**config.mk**
```make
export PLATFORM = sky130hd
export DESIGN_NAME = exec_sequencer
export DESIGN_NICKNAME = d
export VERILOG_FILES = /design/src/rtl/exec_sequencer.sv
export SDC_FILE = /design/constraint.sdc
export NUM_CORES = 1
export LEC_CHECK = 0
export ABC_AREA = 0
export CAP_MARGIN = 20
export CORE_MARGIN = 1
export CORE_UTILIZATION = 45
export DETAILED_ROUTE_END_ITERATION = 16
export DONT_BUFFER_PORTS = 1
export PLACE_DENSITY = 0.69
export SLEW_MARGIN = 20
export SYNTH_ARGS = -nofsm -noshare
export SYNTH_HDL_FRONTEND = slang
export SYNTH_SLANG_ARGS = --single-unit
```
**constraint.sdc**
```tcl
create_clock -name clk -period 28.9 [get_ports clk]
set_input_delay 8.67 -clock clk [delete_from_list [all_inputs] [get_ports clk]]
set_output_delay 8.67 -clock clk [all_outputs]
set_load 0.005 [all_outputs]
```
**src/rtl/exec_sequencer.sv**
```systemverilog
// exec_sequencer: drives the Execution datapath for one command at a time,
// iterating shift-add over the ALU adder for MUL and returning result/NZCV.
module exec_sequencer #(
  parameter int WIDTH     = 32,
  parameter int MUL_ITERS = 32
) (
  input  logic             clk,
  input  logic             rst,
  input  logic             cmd_valid,
  output logic             cmd_ready,
  input  logic [2:0]       cmd_op,
  input  logic [WIDTH-1:0] cmd_a,
  input  logic [WIDTH-1:0] cmd_b,
  input  logic [23:0]      cmd_imm,
  input  logic [1:0]       cmd_alusrc,
  input  logic [1:0]       cmd_immsrc,
  output logic             rsp_valid,
  input  logic             rsp_ready,
  output logic [WIDTH-1:0] rsp_result,
  output logic [3:0]       rsp_flags,
  output logic             rsp_err,
  output logic [WIDTH-1:0] ex_rd1,
  output logic [WIDTH-1:0] ex_rd2,
  output logic [23:0]      ex_imm,
  output logic [1:0]       ex_alusrc,
  output logic [1:0]       ex_immsrc,
  output logic [1:0]       ex_aluctrl,
  input  logic [3:0]       ex_flags,
  input  logic [WIDTH-1:0] ex_result
);
  localparam int CW = $clog2(MUL_ITERS + 1);
  typedef enum logic [1:0] {IDLE, EXEC, MUL, DONE} state_t;
  state_t           r_state, w_next;
  logic [2:0]       r_op;
  logic [WIDTH-1:0] r_a, r_b, r_acc, r_mcand, r_mplier, r_result;
  logic [23:0]      r_imm;
  logic [1:0]       r_alusrc, r_immsrc;
  logic [3:0]       r_flags;
  logic             r_err;
  logic [CW-1:0]    r_cnt;
  logic             w_exec, w_mul, w_mul_done;
  assign w_exec     = r_state == EXEC;
  assign w_mul      = r_state == MUL;
  assign w_mul_done = r_cnt == CW'(MUL_ITERS);
  always_ff @(posedge clk or posedge rst)
    if (rst) r_state <= IDLE;
    else     r_state <= w_next;
  always_comb begin
    w_next = r_state;
    case (r_state)
      IDLE:    if (cmd_valid) w_next = cmd_op == 3'b101 ? MUL : (cmd_op[2] & cmd_op[1]) ? DONE : EXEC;
      EXEC:    w_next = DONE;
      MUL:     if (w_mul_done) w_next = DONE;
      DONE:    if (rsp_ready) w_next = IDLE;
      default: w_next = IDLE;
    endcase
  end
  always_ff @(posedge clk or posedge rst) begin
    if (rst) begin
      r_op     <= '0;
      r_a      <= '0;
      r_b      <= '0;
      r_imm    <= '0;
      r_alusrc <= '0;
      r_immsrc <= '0;
      r_acc    <= '0;
      r_mcand  <= '0;
      r_mplier <= '0;
      r_cnt    <= '0;
      r_result <= '0;
      r_flags  <= '0;
      r_err    <= 1'b0;
    end else begin
      case (r_state)
        IDLE: if (cmd_valid) begin
          r_op     <= cmd_op;
          r_a      <= cmd_a;
          r_b      <= cmd_b;
          r_imm    <= cmd_imm;
          r_alusrc <= cmd_alusrc;
          r_immsrc <= cmd_immsrc;
          r_acc    <= '0;
          r_mcand  <= cmd_a;
          r_mplier <= cmd_b;
          r_cnt    <= '0;
          r_result <= '0;
          r_err    <= cmd_op[2] & cmd_op[1];
        end
        EXEC: begin
          r_flags <= ex_flags;
          if (r_op != 3'b100) r_result <= ex_result;
        end
        MUL: if (w_mul_done) begin
          r_result <= r_acc;
          r_flags  <= {r_acc[WIDTH-1], r_acc == '0, 2'b00};
        end else begin
          if (r_mplier[0]) r_acc <= ex_result;
          r_mcand  <= r_mcand << 1;
          r_mplier <= r_mplier >> 1;
          r_cnt    <= r_cnt + 1'b1;
        end
        default: ;
      endcase
    end
  end
  assign cmd_ready  = r_state == IDLE;
  assign rsp_valid  = r_state == DONE;
  assign rsp_result = r_result;
  assign rsp_flags  = r_flags;
  assign rsp_err    = r_err;
  // MUL reuses the adder: acc + mcand with SrcB forced to RD2
  assign ex_rd1     = w_exec ? r_a : w_mul ? r_acc : '0;
  assign ex_rd2     = w_exec ? r_b : w_mul ? r_mcand : '0;
  assign ex_imm     = w_exec ? r_imm : '0;
  assign ex_alusrc  = w_exec ? r_alusrc : 2'b00;
  assign ex_immsrc  = w_exec ? r_immsrc : 2'b00;
  assign ex_aluctrl = w_exec ? (r_op == 3'b100 ? 2'b01 : r_op[1:0]) : 2'b00;
endmodule

```
==> results.md <==
* RSZ-0062 raised after global routing: false
* Hold Fails Final Rpt at 0
* Largest net degree at the start of global routing at between 100 and 150
* Cell area power density at 124 mW/mm2
* Post-placement cell count at between 1,000 and 1,500
* Leading post-synthesis cells by cell area: dfrtp_1 (52%), mux2_2 (9.8%), nand2_1 (6.7%), o21ai_0 (4.7%), mux2_4 (4.0%)
* Pre-antenna DRT Iters at 5
* Initial Utilization at 46.1%
* Hold buffer count at CTS at 0
* Yosys top cell by area: dfrtp_1
* Syn Area/Cell at 10.2 um2
* Crit Path Category: flop to primary output
* Reg2Reg Setup Slack at 24,320 ps
* TNS Setup at 0 ps
* Synth cell types at 43
* Placer Congestion at 0.838
* RR Startpoint: r_state[0]
* Final min period at 12,180 ps
* Post-Syn Area at 0.0113 mm2
* Critical path startpoint category: flop
* Post-CTS setup buffers at 0
* Area Growth Syn to Fin at 9.45%
* Arrival time at the worst endpoint at 3510 ps
* Normalized max-slew margin at 33.2%
* WP data required at approximately 20,000 ps
* FF-to-FF End: r_acc[25]
* Synth Instances at 1,102
* Die height at 160 um
* Hold Path End: r_mplier[14]
* Actual transition at the worst max-transition pin at 1000 ps
* Core ar. at 0.0245 mm2
* Mux contribution to synthesized area at 16.7%
* CTS Buf Count at 27
* Pleak at between 0.005 and 0.006 uW
* Simple-gate portion of the synthesized area at 14.7%
* Vias at 7,914
* Final std cells w/o fill at 1,405
* Vias in the first global route at 7,818
* R2R depth at 9
* Detail-routed via count per cell at ~5.6
* Yosys top cell area share at 52.4%
* Largest family of logic cells by synthesized area: multiplexers
* TritonCTS Sinks at 236
* IO Pins at 268
* Nature of the critical path endpoint: primary output
* Final Skew at around 17 ps
* Rows at 57
* First-pass GRT wire length at 46,400 um
* Detailed Route WL at a little under 30,000 um
* Number of remaining DRC errors at 0
* Antenna-violating nets left at 0
* PostCTS Resize Cnt at 0
* Root buf cell: clkbuf_16
* Die area at 0.0257 mm2
* Synth Area in Compound Gates at 10.7%
* Period utilization at 42.2%
* Final global-route overflow total at 0
* CTS Buffer Depth at 3
* CTS tree: yes
* Drt wl/cell at 20.9 um
* DP Wirelength at approximately 20,000 um
* Initial DRC Count at 654
* Synth Area in Adders at 0.888%
* Post-Synth XOR/XNOR Area at 0.0777%
* Hold path start: r_mplier[14]
* Syn_nets at 1,245
* Seq. cell area at 0.00591 mm2
* FILL cells at 2,213
* Hold Path Stages at 2
* Synth Warn # at 0
* Peak supply drop at 0.0542 mV
* Reg clk slew, reported paths at 60 ps
* Gr usage total at 23.0%
* Final Max Tran Viols at 0
* Sequential element share of the synthesized area at 52.4%
* Flops & latches, synth at 236
* Initial antenna violation count at 1
* Clock Latency Late Sink at approximately 520 ps
* Status: finished, final reports clean
* H-tree lvl count at 1
* Final hold slack at ~480 ps
* Nets at 1,206
* HP Class: flop to flop
* Area of the multi-input gates at between 0.004 and 0.005 mm2
* Total power at ~1500 uW
* Share of cells above drive strength 1 at 17.3%
* IO Port Bufs at 0
* Max Freq at 82.1 MHz
* Total of max-cap violations at 0
* Final core utilization at 50.4%
* Chip Width at 160 um
* Endpoints failing setup at 0
* CP Max Fanout at around 70
-- placed cells by master (no fill, tap or decap), drive strengths merged, types with 2 or more instances in the layout --
master  count
a21o        2
a21oi      37
a22o        3
a31oi      31
and2       31
buf        12
clkbuf     41
clkinv      4
dfrtp     236
ha          8
inv        39
mux2      128
mux2i      33
nand2     202
nand2b     34
nand3       7
nand4      33
nor2       35
nor2b       3
nor3        3
nor4        6
nor4b       2
o21ai     136
o32ai       2
-- critical path: stages, from the launching register on --
cell and delay, ps:
dfrtp_1 440, inv_1 190, ha_4 630, buf_4 630, buf_4 570, nand2_1 140
o21ai_0 310
-- power breakdown --
part	internal, uW	leakage [uW]	total (uW)	switching [uW]
sequential	487	0.00292	591	104
clock	193	0.000406	324	131
combinational	254	0.00193	613	359
-- sequential cells by signal (all words and copies together), names as in the netlist --
signal      cells
r_a            32
r_acc          32
r_alusrc        2
r_b            32
r_cnt           6
r_imm          24
r_immsrc        2
r_mcand        32
r_mplier       32
r_op            3
r_state         2
rsp_err         1
rsp_flags       4
rsp_result     32
-- synthesized netlist by cell type (all sizes together) --
| cell | instances |
|---|---|
| a21o | 2 |
| a21oi | 37 |
| a22o | 3 |
| a311oi | 1 |
| a31o | 1 |
| a31oi | 31 |
| and2 | 31 |
| buf | 32 |
| clkbuf | 48 |
| dfrtp | 236 |
| ha | 8 |
| inv | 40 |
| mux2 | 128 |
| mux2i | 33 |
| nand2 | 202 |
| nand2b | 34 |
| nand3 | 7 |
| nand4 | 33 |
| nand4b | 1 |
| nor2 | 35 |
| nor2b | 3 |
| nor3 | 3 |
| nor4 | 6 |
| nor4b | 2 |
| o211ai | 1 |
| o21a | 1 |
| o21ai | 136 |
| o22ai | 1 |
| o31a | 1 |
| o32ai | 2 |
| o41ai | 1 |
| or3 | 1 |
| xnor2 | 1 |
-- cells by family after synthesis --
kind of cell    count (synthesis)
mux                           161
flops                         236
xor+xnor                        1
fa+ha+maj                       8
simple gates                  358
buf+inv                       120
compound gates                218
-- area by class of cell --
class / instances / share of cell area, %
Sequential cell: 236 / 47.9
Multi-Input combinational cell: 746 / 39.7
Timing Repair Buffer: 12 / 1.06
Clock buffer: 41 / 6.31
Antenna cell: 1 / 0.0203
Tap cell: 324 / 3.29
Clock inverter: 5 / 0.457
Inverter: 40 / 1.28
-- routing by layer --
layer  share of wire [%]  vias to the layer above  track usage (%)
met5                   0                        -                0
met4                 2.3                        0             5.93
met3                 8.5                       49             6.65
met2                  46                      285             36.3
met1                  43                     3887             30.9
li1                    -                     3693                -
-- worst max-delay path by stage --
stage                     startpoint          to  slack (ps)
after floorplan                  rst      r_a[0]       13760
after global placement    r_state[0]  ex_rd2[17]       17330
after detailed placement  r_state[0]  ex_rd2[17]       17270
after CTS                 r_state[0]  ex_rd2[17]       16710
after global routing      r_state[0]  ex_rd2[30]       16460
final                     r_state[0]  ex_rd2[17]       16720
-- metrics by stage --
stage	setup WS (ps)	cell area, um2
after floorplan	13760	11300
after global placement	17330	11400
after detailed placement	17270	11500
after CTS	16710	12300
after global routing	16460	12300
final	16720	12300
Power figures use the tool's default switching activity.
